[config.mk]
export PLATFORM = sky130hd
export DESIGN_NAME = insn_decoder
export DESIGN_NICKNAME = d
export VERILOG_FILES = /design/src/rtl/insn_decoder_pkg.sv /design/src/rtl/insn_field_decode.sv /design/src/rtl/insn_decoder.sv
export SDC_FILE = /design/constraint.sdc
export NUM_CORES = 1
export LEC_CHECK = 0
export ABC_CLOCK_PERIOD_IN_PS = 2100
export BUFFER_PORTS_ARGS = -buffer_cell sky130_fd_sc_hd__buf_2
export CAP_MARGIN = 20
export CELL_PAD_IN_SITES_DETAIL_PLACEMENT = 1
export CELL_PAD_IN_SITES_GLOBAL_PLACEMENT = 1
export CORE_UTILIZATION = 38
export CTS_CLUSTER_SIZE = 28
export DETAILED_ROUTE_END_ITERATION = 8
export GPL_TIMING_DRIVEN = 0
export MAX_ROUTING_LAYER = met4
export PLACE_DENSITY_LB_ADDON = 0.3
export SLEW_MARGIN = 20
export SYNTH_ARGS = -nofsm -noshare
export SYNTH_HDL_FRONTEND = slang
export SYNTH_SLANG_ARGS = --single-unit
[constraint.sdc]
create_clock -name clk -period 2.1 [get_ports clk]
set_clock_uncertainty 0.15 [all_clocks]
set_input_delay 0.105 -clock clk [delete_from_list [all_inputs] [get_ports clk]]
set_output_delay 0.105 -clock clk [all_outputs]
set_load 0.02 [all_outputs]
[src/rtl/insn_decoder_pkg.sv]
// insn_decoder_pkg: shared instruction widths, field positions and opcode constants.
package insn_decoder_pkg;
    localparam int LEN_INSN = 32;
    localparam int LEN_OPC  = 6;
    localparam int LEN_REG  = 5;
    localparam int LEN_IMM  = 32;
    localparam int OPC_HI = 31, OPC_LO = 26;
    localparam int RD_HI  = 25, RD_LO  = 21;
    localparam int RS_HI  = 20, RS_LO  = 16;
    localparam int RT_HI  = 15, RT_LO  = 11;
    localparam int IMM_HI = 15, IMM_LO = 0;
    localparam logic [LEN_OPC-1:0] OPC_NOP  = 6'h00;
    localparam logic [LEN_OPC-1:0] OPC_ALU  = 6'h01;
    localparam logic [LEN_OPC-1:0] OPC_ALUI = 6'h02;
    localparam logic [LEN_OPC-1:0] OPC_LD   = 6'h03;
    localparam logic [LEN_OPC-1:0] OPC_ST   = 6'h04;
    localparam logic [LEN_OPC-1:0] OPC_BR   = 6'h05;
    localparam logic [LEN_OPC-1:0] OPC_LIMM = 6'h06;
    localparam logic [LEN_OPC-1:0] OPC_HALT = 6'h3F;
endpackage

[src/rtl/insn_field_decode.sv]
// insn_field_decode: combinational opcode-to-class-flags and immediate extension.
// INSN_DECODER_ILLEGAL_TRAP_EN enables the unknown-opcode flag; otherwise illegal is tied low.
module insn_field_decode
    import insn_decoder_pkg::*;
(
    input  logic [LEN_OPC-1:0] opc,
    input  logic [15:0]        imm16,
    output logic               is_alu,
    output logic               is_ld,
    output logic               is_st,
    output logic               is_br,
    output logic               is_halt,
    output logic               illegal,
    output logic [LEN_IMM-1:0] imm
);
    logic sext;
    always_comb begin
        is_alu  = (opc == OPC_ALU) || (opc == OPC_ALUI);
        is_ld   = opc == OPC_LD;
        is_st   = opc == OPC_ST;
        is_br   = opc == OPC_BR;
        is_halt = opc == OPC_HALT;
        sext    = opc inside {OPC_ALUI, OPC_LD, OPC_ST, OPC_BR};
        imm     = sext ? {{(LEN_IMM-16){imm16[15]}}, imm16} : '0;
    end
`ifdef INSN_DECODER_ILLEGAL_TRAP_EN
    assign illegal = !(opc inside {OPC_NOP, OPC_ALU, OPC_ALUI, OPC_LD, OPC_ST,
                                   OPC_BR, OPC_LIMM, OPC_HALT});
`else
    assign illegal = 1'b0;
`endif
endmodule

[src/rtl/insn_decoder.sv]
// insn_decoder: registered decode stage that merges LIMM prefix + extension word into one op.
// Optional INSN_DECODER_ILLEGAL_TRAP_EN flags unknown opcodes via illegal_o.
module insn_decoder
    import insn_decoder_pkg::*;
(
    input  logic                clk,
    input  logic                rst,
    input  logic                valid_i,
    input  logic [LEN_INSN-1:0] insn_i,
    output logic                stall_o,
    output logic                valid_o,
    input  logic                stall_i,
    output logic [LEN_OPC-1:0]  opc_o,
    output logic [LEN_REG-1:0]  rd_o,
    output logic [LEN_REG-1:0]  rs_o,
    output logic [LEN_REG-1:0]  rt_o,
    output logic [LEN_IMM-1:0]  imm_o,
    output logic                is_alu_o,
    output logic                is_ld_o,
    output logic                is_st_o,
    output logic                is_br_o,
    output logic                is_halt_o,
    output logic                illegal_o
);
    localparam logic [0:0] ST_IDLE = 1'b0;
    localparam logic [0:0] ST_EXT  = 1'b1;

    logic [0:0]         state;
    logic [LEN_REG-1:0] hold_rd;
    logic [15:0]        hold_lo;
    logic               d_alu, d_ld, d_st, d_br, d_halt, d_ill;
    logic [LEN_IMM-1:0] d_imm;
    logic [LEN_OPC-1:0] opc;

    assign opc     = insn_i[OPC_HI:OPC_LO];
    assign stall_o = stall_i & valid_o;

    insn_field_decode u_dec (
        .opc     (opc),
        .imm16   (insn_i[IMM_HI:IMM_LO]),
        .is_alu  (d_alu),
        .is_ld   (d_ld),
        .is_st   (d_st),
        .is_br   (d_br),
        .is_halt (d_halt),
        .illegal (d_ill),
        .imm     (d_imm)
    );

    always_ff @(posedge clk) begin
        if (rst) begin
            state     <= ST_IDLE;
            hold_rd   <= '0;
            hold_lo   <= '0;
            valid_o   <= 1'b0;
            opc_o     <= '0;
            rd_o      <= '0;
            rs_o      <= '0;
            rt_o      <= '0;
            imm_o     <= '0;
            is_alu_o  <= 1'b0;
            is_ld_o   <= 1'b0;
            is_st_o   <= 1'b0;
            is_br_o   <= 1'b0;
            is_halt_o <= 1'b0;
            illegal_o <= 1'b0;
        end else if (!stall_i && !valid_i) begin
            valid_o <= 1'b0;
        end else if (!stall_i && state == ST_EXT) begin
            // extension word: its own opcode is ignored, only the high half matters
            state     <= ST_IDLE;
            valid_o   <= 1'b1;
            opc_o     <= OPC_LIMM;
            rd_o      <= hold_rd;
            rs_o      <= '0;
            rt_o      <= '0;
            imm_o     <= {insn_i[IMM_HI:IMM_LO], hold_lo};
            is_alu_o  <= 1'b0;
            is_ld_o   <= 1'b0;
            is_st_o   <= 1'b0;
            is_br_o   <= 1'b0;
            is_halt_o <= 1'b0;
            illegal_o <= 1'b0;
        end else if (!stall_i && opc == OPC_LIMM) begin
            state   <= ST_EXT;
            hold_rd <= insn_i[RD_HI:RD_LO];
            hold_lo <= insn_i[IMM_HI:IMM_LO];
            valid_o <= 1'b0;
        end else if (!stall_i) begin
            valid_o   <= 1'b1;
            opc_o     <= opc;
            rd_o      <= insn_i[RD_HI:RD_LO];
            rs_o      <= insn_i[RS_HI:RS_LO];
            rt_o      <= insn_i[RT_HI:RT_LO];
            imm_o     <= d_imm;
            is_alu_o  <= d_alu;
            is_ld_o   <= d_ld;
            is_st_o   <= d_st;
            is_br_o   <= d_br;
            is_halt_o <= d_halt;
            illegal_o <= d_ill;
        end
    end
endmodule

## Yosys cells after proc, flatten, opt, wreduce, memory -nomap -nowiden

Cells that the tools add are included.
W data, S select, Z words.

| operators by class | value |
|---|---|
| equality and inequality tests | 10 |
| bitwise logic cells | 3 |
| reduce and logical (&&, ||, !) cells | 12 |
| mux-type cells | 39 |

Operators with widths:

| kind | count |
|---|---|
| $mux W32 | 4 |
| $mux W5 | 9 |
| $mux W1 | 23 |
| $eq A6 B3 Y1 const B | 3 |
| $mux W6 | 3 |
| $eq A6 B2 Y1 const B | 2 |
| $eq A6 B1 Y1 const B | 1 |
| $eq A6 B6 Y1 const B | 1 |
| $reduce_and A3 Y1 | 2 |
| $reduce_bool A4 Y1 | 1 |
| $logic_and A1 B1 Y1 | 3 |
| $ne A3 B1 Y1 const B | 1 |
| $logic_not A1 Y1 | 2 |
| $ne A2 B1 Y1 const B | 1 |
| $ne A2 B2 Y1 const B | 1 |
| $not A1 Y1 | 2 |
| $reduce_and A2 Y1 | 1 |
| $reduce_bool A2 Y1 | 1 |
| $reduce_or A2 Y1 | 1 |
| $and A1 B1 Y1 | 1 |
| $logic_or A1 B1 Y1 | 1 |

| storage, ports and cells | value |
|---|---|
| output and inout port bits | 61 |
| bits of input ports | 36 |
| logic and storage cells | 79 |
| register bits | 82 |

## Depth between registers and ports, before layout

Gate-level depths: netlist (run 1).

| logic depth | value |
|---|---|
| depth in word-level cells | 6 |
| gate-level depth with buffers | 7 |
| gate-level depth less buffers | 4 |

## Modules after synthesis

From an unflattened synthesis (run 1), not the netlist that was laid out.

| unflattened totals | value |
|---|---|
| cell total of the unflattened synthesis | 416 |
| area total of the unflattened synthesis | 3624.7 um^2 |

By module, submodules not included:

| module | cells an instance | sequential area each (um^2) | times used | area each (um^2) |
|---|---|---|---|---|
| insn_decoder | 368 | 1641.6 | 1 | 3283.1 |
| insn_field_decode | 48 | 0.0 | 1 | 341.6 |

## Worst setup path before layout (run 1)

Ideal clock, no wire load.

| path | value |
|---|---|
| kind | flip-flop to flip-flop |
| from | register state |
| to | register hold_lo[0] |
| path buffers | 2 |
| arrival time | 1.295 ns |
| data required time | 1.822 ns |
| library setup time | 0.128 ns |
| slack | 0.527 ns |
| cell stages (with the launch flop) | 7 |
| cell sequence | dfxtp_1 > nor3b_4 > o2111a_1 > buf_4 > buf_6 > mux2i_1 > nor2_1 |

| on the way | value |
|---|---|
| word-level cells in the longest chain between the ends | 3 |

Ends and longest elaborated chain:

| element | RTL line | source |
|---|---|---|
| start, declared | insn_decoder.sv:28 | `logic [0:0] state;` |
| start signal, assigned | insn_decoder.sv:52 | `state <= ST_IDLE;` |
| start signal, assigned | insn_decoder.sv:71 | `state <= ST_IDLE;` |
| start signal, assigned | insn_decoder.sv:85 | `state <= ST_EXT;` |
| $logic_and A1 B1 Y1 | insn_decoder.sv:69 | `end else if (!stall_i && state == ST_EXT) begin` |
| $not A1 Y1 (no source line) | -- |  |
| $reduce_and A3 Y1 (no source line) | -- |  |
| end signal, assigned | insn_decoder.sv:87 | `hold_lo <= insn_i[IMM_HI:IMM_LO];` |
| end, declared | insn_decoder.sv:30 | `logic [15:0] hold_lo;` |

No other way between the ends.
A chain may end at the register's enable or synchronous reset.

## Worst setup path in the final report (run 1)

| path | value |
|---|---|
| from | input insn_i[28] |
| to | register imm_o[30] |

| on the way | value |
|---|---|
| word-level cells in the longest chain between the ends | 6 |
| elaborated cells between the ends (all ways) | 13 |
| those cells by class | eq/ne (6); mux (4); reduce/logical (3) |

Ends and longest elaborated chain:

| element | RTL line | source |
|---|---|---|
| start, declared | insn_decoder.sv:9 | `input logic [LEN_INSN-1:0] insn_i,` |
| $eq A6 B2 Y1 / $eq A6 B3 Y1 (equally long branches) | insn_field_decode.sv:23 | `sext = opc inside {OPC_ALUI, OPC_LD, OPC_ST, OPC_BR};` |
| $reduce_bool A4 Y1 | insn_field_decode.sv:23 |  |
| $mux W32 | insn_field_decode.sv:24 | `imm = sext ? {{(LEN_IMM-16){imm16[15]}}, imm16} : '0;` |
| $mux W32 | insn_decoder.sv:89 | `end else if (!stall_i) begin` |
| $mux W32 | insn_decoder.sv:84 | `end else if (!stall_i && opc == OPC_LIMM) begin` |
| $mux W32 | insn_decoder.sv:69 |  |
| end signal, assigned | insn_decoder.sv:77 | `imm_o <= {insn_i[IMM_HI:IMM_LO], hold_lo};` |
| end signal, assigned | insn_decoder.sv:95 | `imm_o <= d_imm;` |
| end, declared | insn_decoder.sv:17 | `output logic [LEN_IMM-1:0] imm_o,` |

Several ways; a longest one is shown, not always the timed one. The select of a mux whose other input is x is not followed.

==> key figures, run 1 <==
Hold path
  – HP Class: input pin to register

Yosys
  – Adder-Cell Fraction of Synth Area: 0%
  – Post-synthesis sequential area ratio: roughly half
  – Post-synthesis cell type count: between 40 and 50
  – EDFF count, synth: 0
  – Syn nets: approximately 390
  – Synthesized instance count: ~360
  – Area leader, netlist: dfxtp_1
  – Post-Syn Area per Cell: 9.10 um^2
  – Post-synthesis simple-gate area fraction: a little under a fifth
  – Post-synthesis compound-gate area fraction: between 10% and 20%
  – Main synth FF type: dfxtp_1
  – Synth top cells by count: 81 x dfxtp_1, 47 x nor2_1, 46 x nand2_1
  – Post-synth top area share: around half
  – Top-count cell post-synth: dfxtp_1
  – Yosys warnings: 0
  – Synth Register Bits: just over 80
  – Largest family of logic cells by synthesized area: simple AND/OR/NAND/NOR gates
  – Post-synthesis mux area share: under 10%
  – XOR/XNOR Fraction of Synth Area: 0.541%
  – Cells taking the most area after synthesis: dfxtp_1 50%, mux2i_1 7.7%, nor2_1 5.4%
  – Syn Std Cell Area: between 3000 and 4000 um^2
  – Synth async-reset ratio: 0%

Placement
  – Post-detail-place hpwl: about 7 mm
  – Gpl congestion: a little under 0.8
  – Setup WS pre-CTS: between 0.1 and 0.15 ns
  – Port Buffers: 93
  – Cells after DPL: about 550
  – Post-Place Cell Area: roughly 3800 um^2

Final layout
  – Final non-filler cell area: 4350 um^2
  – Synth-to-Final Area Change: 34.2%
  – Layout Cells excl Fill: about 600
  – Net count, final: between 500 and 600
  – Fill cells: between 900 and 1,000
  – Utilization after layout: 52.9%
  – ANT cells: 0
  – Share of cells above drive strength 1: between 20% and 30%

Setup path
  – WP buf/inv: 3
  – Worst Path Max Fanout: 10
  – Setup crit start kind: input pin
  – Crit path max-delay cell type: dlygate4sd3_1
  – CP endpoint kind: register
  – Delay of the slowest critical-path stage: ~0.54 ns
  – Cell Chain, Critical Path: dlygate4sd3_1, buf_2, nor3b_4, a31o_4, a31oi_2, buf_2, a21oi_1
  – CP arrival: 2.10 ns
  – CP dominant cell by count: buf_2
  – Crit Path Class: input pin to register
  – Top Family by Delay on Critical Path: buffers and inverters
  – Worst EP required: between 2 and 2.5 ns

Timing
  – Final setup vio count: 0
  – Worst Tran Pin Value: slightly below 0.6 ns
  – Setup TNS: 0 ns
  – Slew margin rel.: 60.8%
  – Unrepaired setup endpoints after global routing: false
  – Hold Vio Cnt, Final: 0
  – Tmin final: 2.01 ns
  – Pins over their slew limit: 0
  – Setup ws final: about 0.094 ns
  – Peak Freq: approximately 0.50 GHz
  – Post-route clock period utilization: a little over nine tenths
  – Worst hold margin: around 0.086 ns

Die
  – Starting Density: between 30 and 40%
  – Die Area: 8900 um^2
  – Core area: 8220 um^2
  – Die height: about 94 um
  – Boundary Pins: 97
  – Chip width: between 90 and 100 um
  – Rows: 33

Pwr
  – Total power: about 3.2 mW
  – Power Density: 728 nW/um^2
  – LEAKAGE: roughly 1.8 nW
  – Max VDD drop: between 0.3 and 0.4 mV

Detailed routing
  – Total wire length: a little over 10 mm
  – Drt via density: 5.16
  – Post-detailed-route wirelength per cell: about 17 um
  – ANT nets after route: 0
  – Vias: between 3,000 and 4,000
  – Starting DRT DRC Count: 81
  – # DRC: 0
  – Drt pass-1 iters: 4

CTS
  – H-tree levels: 3
  – Clock Pin Slew Worst Setup and Hold Paths: ~0.080 ns
  – TritonCTS buffer count: 9
  – Clk root buf: clkbuf_8
  – CTS Sinks: 81
  – CTS tree: yes
  – Clock buffer depth: 2
  – Worst skew pair latency: roughly 0.36 ns
  – Setup repair bufs after CTS: 0

Global routing
  – Remaining Overflow, GRT: 0
  – Pin count of the biggest net entering global routing: 13
  – Antenna violations before repair: 0
  – Vias in the first global route: ~3,200
  – First-pass GRT wire length: roughly 16 mm
  – Gr usage total: between 20% and 30%

Flow run
  – Max Cap Violations: 0

Run status
  – Status: complete, no violations
routing by layer:
| layer | track usage, % | share of wire, % |
|---|---|---|
| met1 | 29.4 | 45 |
| met2 | 41.3 | 49 |
| met3 | 4.83 | 4.1 |
| met4 | 8.08 | 1.3 |
| met5 | - | 0 |
power breakdown:
group	switching, mW	leakage, nW	internal [mW]
clock	0.555	0.0889	0.555
sequential	0.0277	0.660	1.59
combinational	0.263	1.09	0.176
total	0.846	1.84	2.32
worst paths after layout:
| kind | cells past startpoint | start | slack [ns] | end |
|---|---|---|---|---|
| setup / recovery | 7 | insn_i[28] | 0.09 | imm_o[30]$_SDFFE_PP0P_ |
| hold / removal | 3 | stall_i | 0.09 | valid_o$_SDFFE_PP0P_ |
| setup reg to reg | 5 | state$_SDFFE_PP0P_ | 0.17 | imm_o[18]$_SDFFE_PP0P_ |
| hold reg to reg | 2 | rs_o[1]$_SDFFE_PP0P_ | 0.30 | rs_o[1]$_SDFFE_PP0P_ |
worst min-delay path: stages:
cell	delay [ns]
buf_2	0.17
and2_1	0.17
o21a_1	0.12
cells in the final DEF, fill, tap and decap left out, types with 12 or more instances in the layout:
master	synthesis	layout
o21ai_1	12	12
dlygate4sd3_1	0	33
nand3_1	16	16
nor2_1	47	47
mux2i_1	25	25
buf_2	7	100
dfxtp_1	81	81
clkbuf_1	11	16
a21oi_1	31	31
nand2_1	46	46
state kept, by name (all words and copies together) (netlist names):
signal     flops
rt_o           5
is_st_o        1
opc_o          6
hold_rd        5
is_ld_o        1
hold_lo       16
imm_o         32
is_br_o        1
is_alu_o       1
state          1
is_halt_o      1
rs_o           5
valid_o        1
rd_o           5
cell type report:
cell class | instances | area, um^2 | share of cell area [%]
Sequential cell | 81 | 1620 | 37.3
Tap cell | 105 | 131 | 3.02
Clock inverter | 2 | 38.8 | 0.892
Buffer | 31 | 183 | 4.20
Multi-Input combinational cell | 241 | 1430 | 32.8
Clock buffer | 14 | 143 | 3.28
Timing Repair Buffer | 126 | 796 | 18.3
Inverter | 3 | 11.3 | 0.259
kinds of logic after synthesis:
family,count (synthesis)
and+or+nand+nor,133
DFF,81
AOI/OAI and AO/OA,80
buffers and inverters,34
muxes,25
xor gates and xnor gates,2
other,1
timing repair:
action                                  in CTS  in global routing
hold buffers                                33                  0
gates resized for setup                      0                  1
hold endpoints to repair                    71                  0
endpoints found under the setup margin       0                  1
No activity file was read; power rests on OpenSTA's default activity.
==> run 2, diff against run 1 <==
- CELL_PAD_IN_SITES_DETAIL_PLACEMENT: 1 -> not set
- CELL_PAD_IN_SITES_GLOBAL_PLACEMENT: 1 -> not set
- CORE_UTILIZATION: 38 -> 51
==> run 2 against run 1 <==
  * Global-route usage is 4.6 points higher
  * Critical path type unchanged
  * Sequential share of layout area is 0.20 points lower
  * Flip-flop and latch count stayed put
  * Combinational power is 0.9% lower
  * Register-to-register slack hardly changed
  * Largest cell class unchanged
==> key figures, run 2 (same netlist as run 1, synthesis figures left out) <==
Pwr
  – Sw Pwr: 878 uW (+3.7%)
  – LEAKAGE: 1.87 nW (+1.5%)
  – Power Density: 787 nW/um^2 (+8.0%)
  – Max VDD drop: 0.509 mV (+46%)
  – Fraction of power spent switching nets: 25.5% (-1.2 points)
  – Power share of the sequential group: 47.1% (-4.0 points)
  – Clock power frac: 40.3% (+5.2 points)
  – Internal Power: 2.56 mW (+10%)
  – Comb power frac: 12.6% (-1.3 points)

Detailed routing
  – Total wire length: 9.24 mm (-9.0%)
  – Drt via density: 5.53 (+7.2%)
  – # DRC: 0 (unchanged)
  – Vias: 3,171 (+1.8%)
  – Drt pass-1 iters: 4 (unchanged)
  – Post-detailed-route wirelength per cell: 16.1 um (-4.2%)
  – ANT nets after route: 0 (unchanged)
  – Starting DRT DRC Count: 193 (+140%)

Global routing
  – Vias in the first global route: 2,887 (-10%)
  – Remaining Overflow, GRT: 0 (unchanged)
  – Antenna violations before repair: 0 (unchanged)
  – Pin count of the biggest net entering global routing: 15 (+2)
  – First-pass GRT wire length: 13.8 mm (-14%)
  – Gr usage total: 29.2% (+4.6 points)

Timing
  – Pins over their slew limit: 0 (unchanged)
  – Final setup vio count: 0 (unchanged)
  – Peak Freq: 0.500 GHz (+0.35%)
  – Worst Tran Pin Value: 0.577 ns (-0.0118 ns)
  – Tmin final: 2.00 ns (-0.00699 ns)
  – Worst hold margin: 0.0605 ns (-0.0254 ns)
  – Post-route clock period utilization: 95.2% (-0.33 points)
  – Setup TNS: 0 ns (unchanged)
  – Slew margin rel.: 61.6% (+0.79 points)
  – Hold Vio Cnt, Final: 0 (unchanged)
  – Unrepaired setup endpoints after global routing: false

Final layout
  – Final non-filler cell area: 4370 um^2 (+0.55%)
  – Synth-to-Final Area Change: 35.0%
  – ANT cells: 0 (unchanged)
  – Largest regs: imm_o x32, hold_lo x16, opc_o x6
  – Fill cells: 459 (-54%)
  – Max reg flops: 32 (unchanged)
  – Most common cell after layout, fill and taps aside: buf_2
  – Net count, final: 529 (unchanged)
  – Multi-input gate area: 1430 um^2 (unchanged)
  – Share of cells above drive strength 1: 28.1% (+0.80 points)
  – Sequential Area: 1620 um^2 (unchanged)
  – Commonest cells after routing, fill and taps aside: 100 x buf_2, 81 x dfxtp_1, 47 x nor2_1
  – Most flops, register: imm_o

Flow run
  – Max Cap Violations: 0 (unchanged)

CTS
  – H-tree levels: 3 (unchanged)
  – Clock Pin Slew Worst Setup and Hold Paths: 0.08 ns (about the same)
  – Worst skew pair latency: 0.36 ns (about the same)
  – Setup repair bufs after CTS: 0 (unchanged)
  – CTS tree: yes
  – Clock buffer depth: 2 (unchanged)
  – CTS Sinks: 81 (unchanged)
  – TritonCTS buffer count: 9 (unchanged)
  – Clk root buf: clkbuf_8

Die
  – Boundary Pins: 97 (unchanged)
  – Die height: 81.7 um (-13%)
  – Rows: 28 (-15%)
  – Chip width: 81.7 um (-13%)
  – Core area: 6030 um^2 (-27%)
  – Die Area: 6680 um^2 (-25%)
  – Starting Density: 53.8% (+14 points)

Setup path
  – R2r setup slk: 0.17 ns (about the same)
  – Reg2reg end: rd_o[2]$_SDFFE_PP0P_
  – Setup crit start kind: input pin
  – Start of the worst register-to-register path: state$_SDFFE_PP0P_
  – CP Launch Point: insn_i[28]
  – Worst reg2reg path depth: 5 (unchanged)
  – Worst Path Max Fanout: 10 (unchanged)
  – Crit Path Class: input pin to register
  – CP arrival: 2.09 ns (about the same)
  – Worst EP required: 2.19 ns (about the same)
  – CP endpoint kind: register
  – Setup crit end: imm_o[21]$_SDFFE_PP0P_

Hold path
  – HP Class: input pin to register
  – Hold path start: stall_i

Placement
  – Post-Place Cell Area: 3800 um^2 (-0.98%)
  – Gpl congestion: 0.824 (+6.1%)
  – Post-detail-place hpwl: 6.16 mm (-12%)
  – Port Buffers: 93 (unchanged)

Run status
  – Status: complete, no violations
run 2: cell count changes in the layout (fill, tap and decap cells not counted), sizes merged:
cell	previous run	this run
clkinvlp	0	1
clkbuf	26	21
inv	3	4
bufinv	1	3
buf	112	113
run 2: how the worst min path moves through the flow:
stage	endpoint	slack, ns	depth (start not counted)
2_1_floorplan	imm_o[21]$_SDFFE_PP0P_	0.09	2
3_3_place_gp	hold_rd[0]$_SDFFE_PP0P_	0.21	3
3_5_place_dp	rs_o[3]$_SDFFE_PP0P_	0.22	3
4_1_cts	valid_o$_SDFFE_PP0P_	0.08	3
5_1_grt	valid_o$_SDFFE_PP0P_	0.09	3
6_report	valid_o$_SDFFE_PP0P_	0.06	3
run 2: stage by stage:
step | cells | power, mW | util, % | setup WS, ns
floorplan | 356 | 1.88 | - | 0.527
global placement | 524 | 2.02 | 63.1 | 0.285
detailed placement | 524 | 2.03 | 63.1 | 0.221
CTS | 573 | 3.42 | 72.6 | 0.129
global route | 573 | 3.54 | 72.6 | 0.0239
finish | 573 | 3.44 | 72.6 | 0.101
run 2: repair_timing:
action / CTS / global route
hold buffers: 33 / 0
endpoints found under the hold margin: 76 / 0
gates resized for setup: 0 / 2
setup endpoints to repair: 0 / 4
run 2: per-layer routing:
| metal | up-vias | wire length [um] | track usage (%) |
|---|---|---|---|
| met5 | - | 0 | - |
| met4 | 0 | 208 | 14.6 |
| met3 | 19 | 568 | 5.56 |
| met2 | 122 | 4490 | 46.2 |
| met1 | 1518 | 3970 | 35.6 |
| li1 | 1512 | - | - |
run 2: area by class of cell:
type | instances | area share [%]
timing repair buffer | 126 | 18.2
buffer | 31 | 4.18
sequential | 81 | 37.1
clock buffer | 10 | 2.92
multi-input combinational | 241 | 32.6
inverter | 3 | 0.257
tap | 75 | 2.15
clock inverter | 6 | 2.63
run 2: critical path, cell delays in order:
cell	delay, ns
dlygate4sd3_1	0.54
buf_2	0.16
nor3b_4	0.17
a31o_4	0.28
a31oi_2	0.43
buf_2	0.30
a21oi_1	0.10
run 2: power groups by stage:
stage                     Combinational, mW  Clock [mW]  Sequential, mW
after CTS                             0.430        1.38            1.62
after detailed placement              0.380           0            1.65
after floorplan                       0.162           0            1.72
after global routing                  0.469        1.45            1.62
final                                 0.435        1.39            1.62
after global placement                0.371           0            1.65
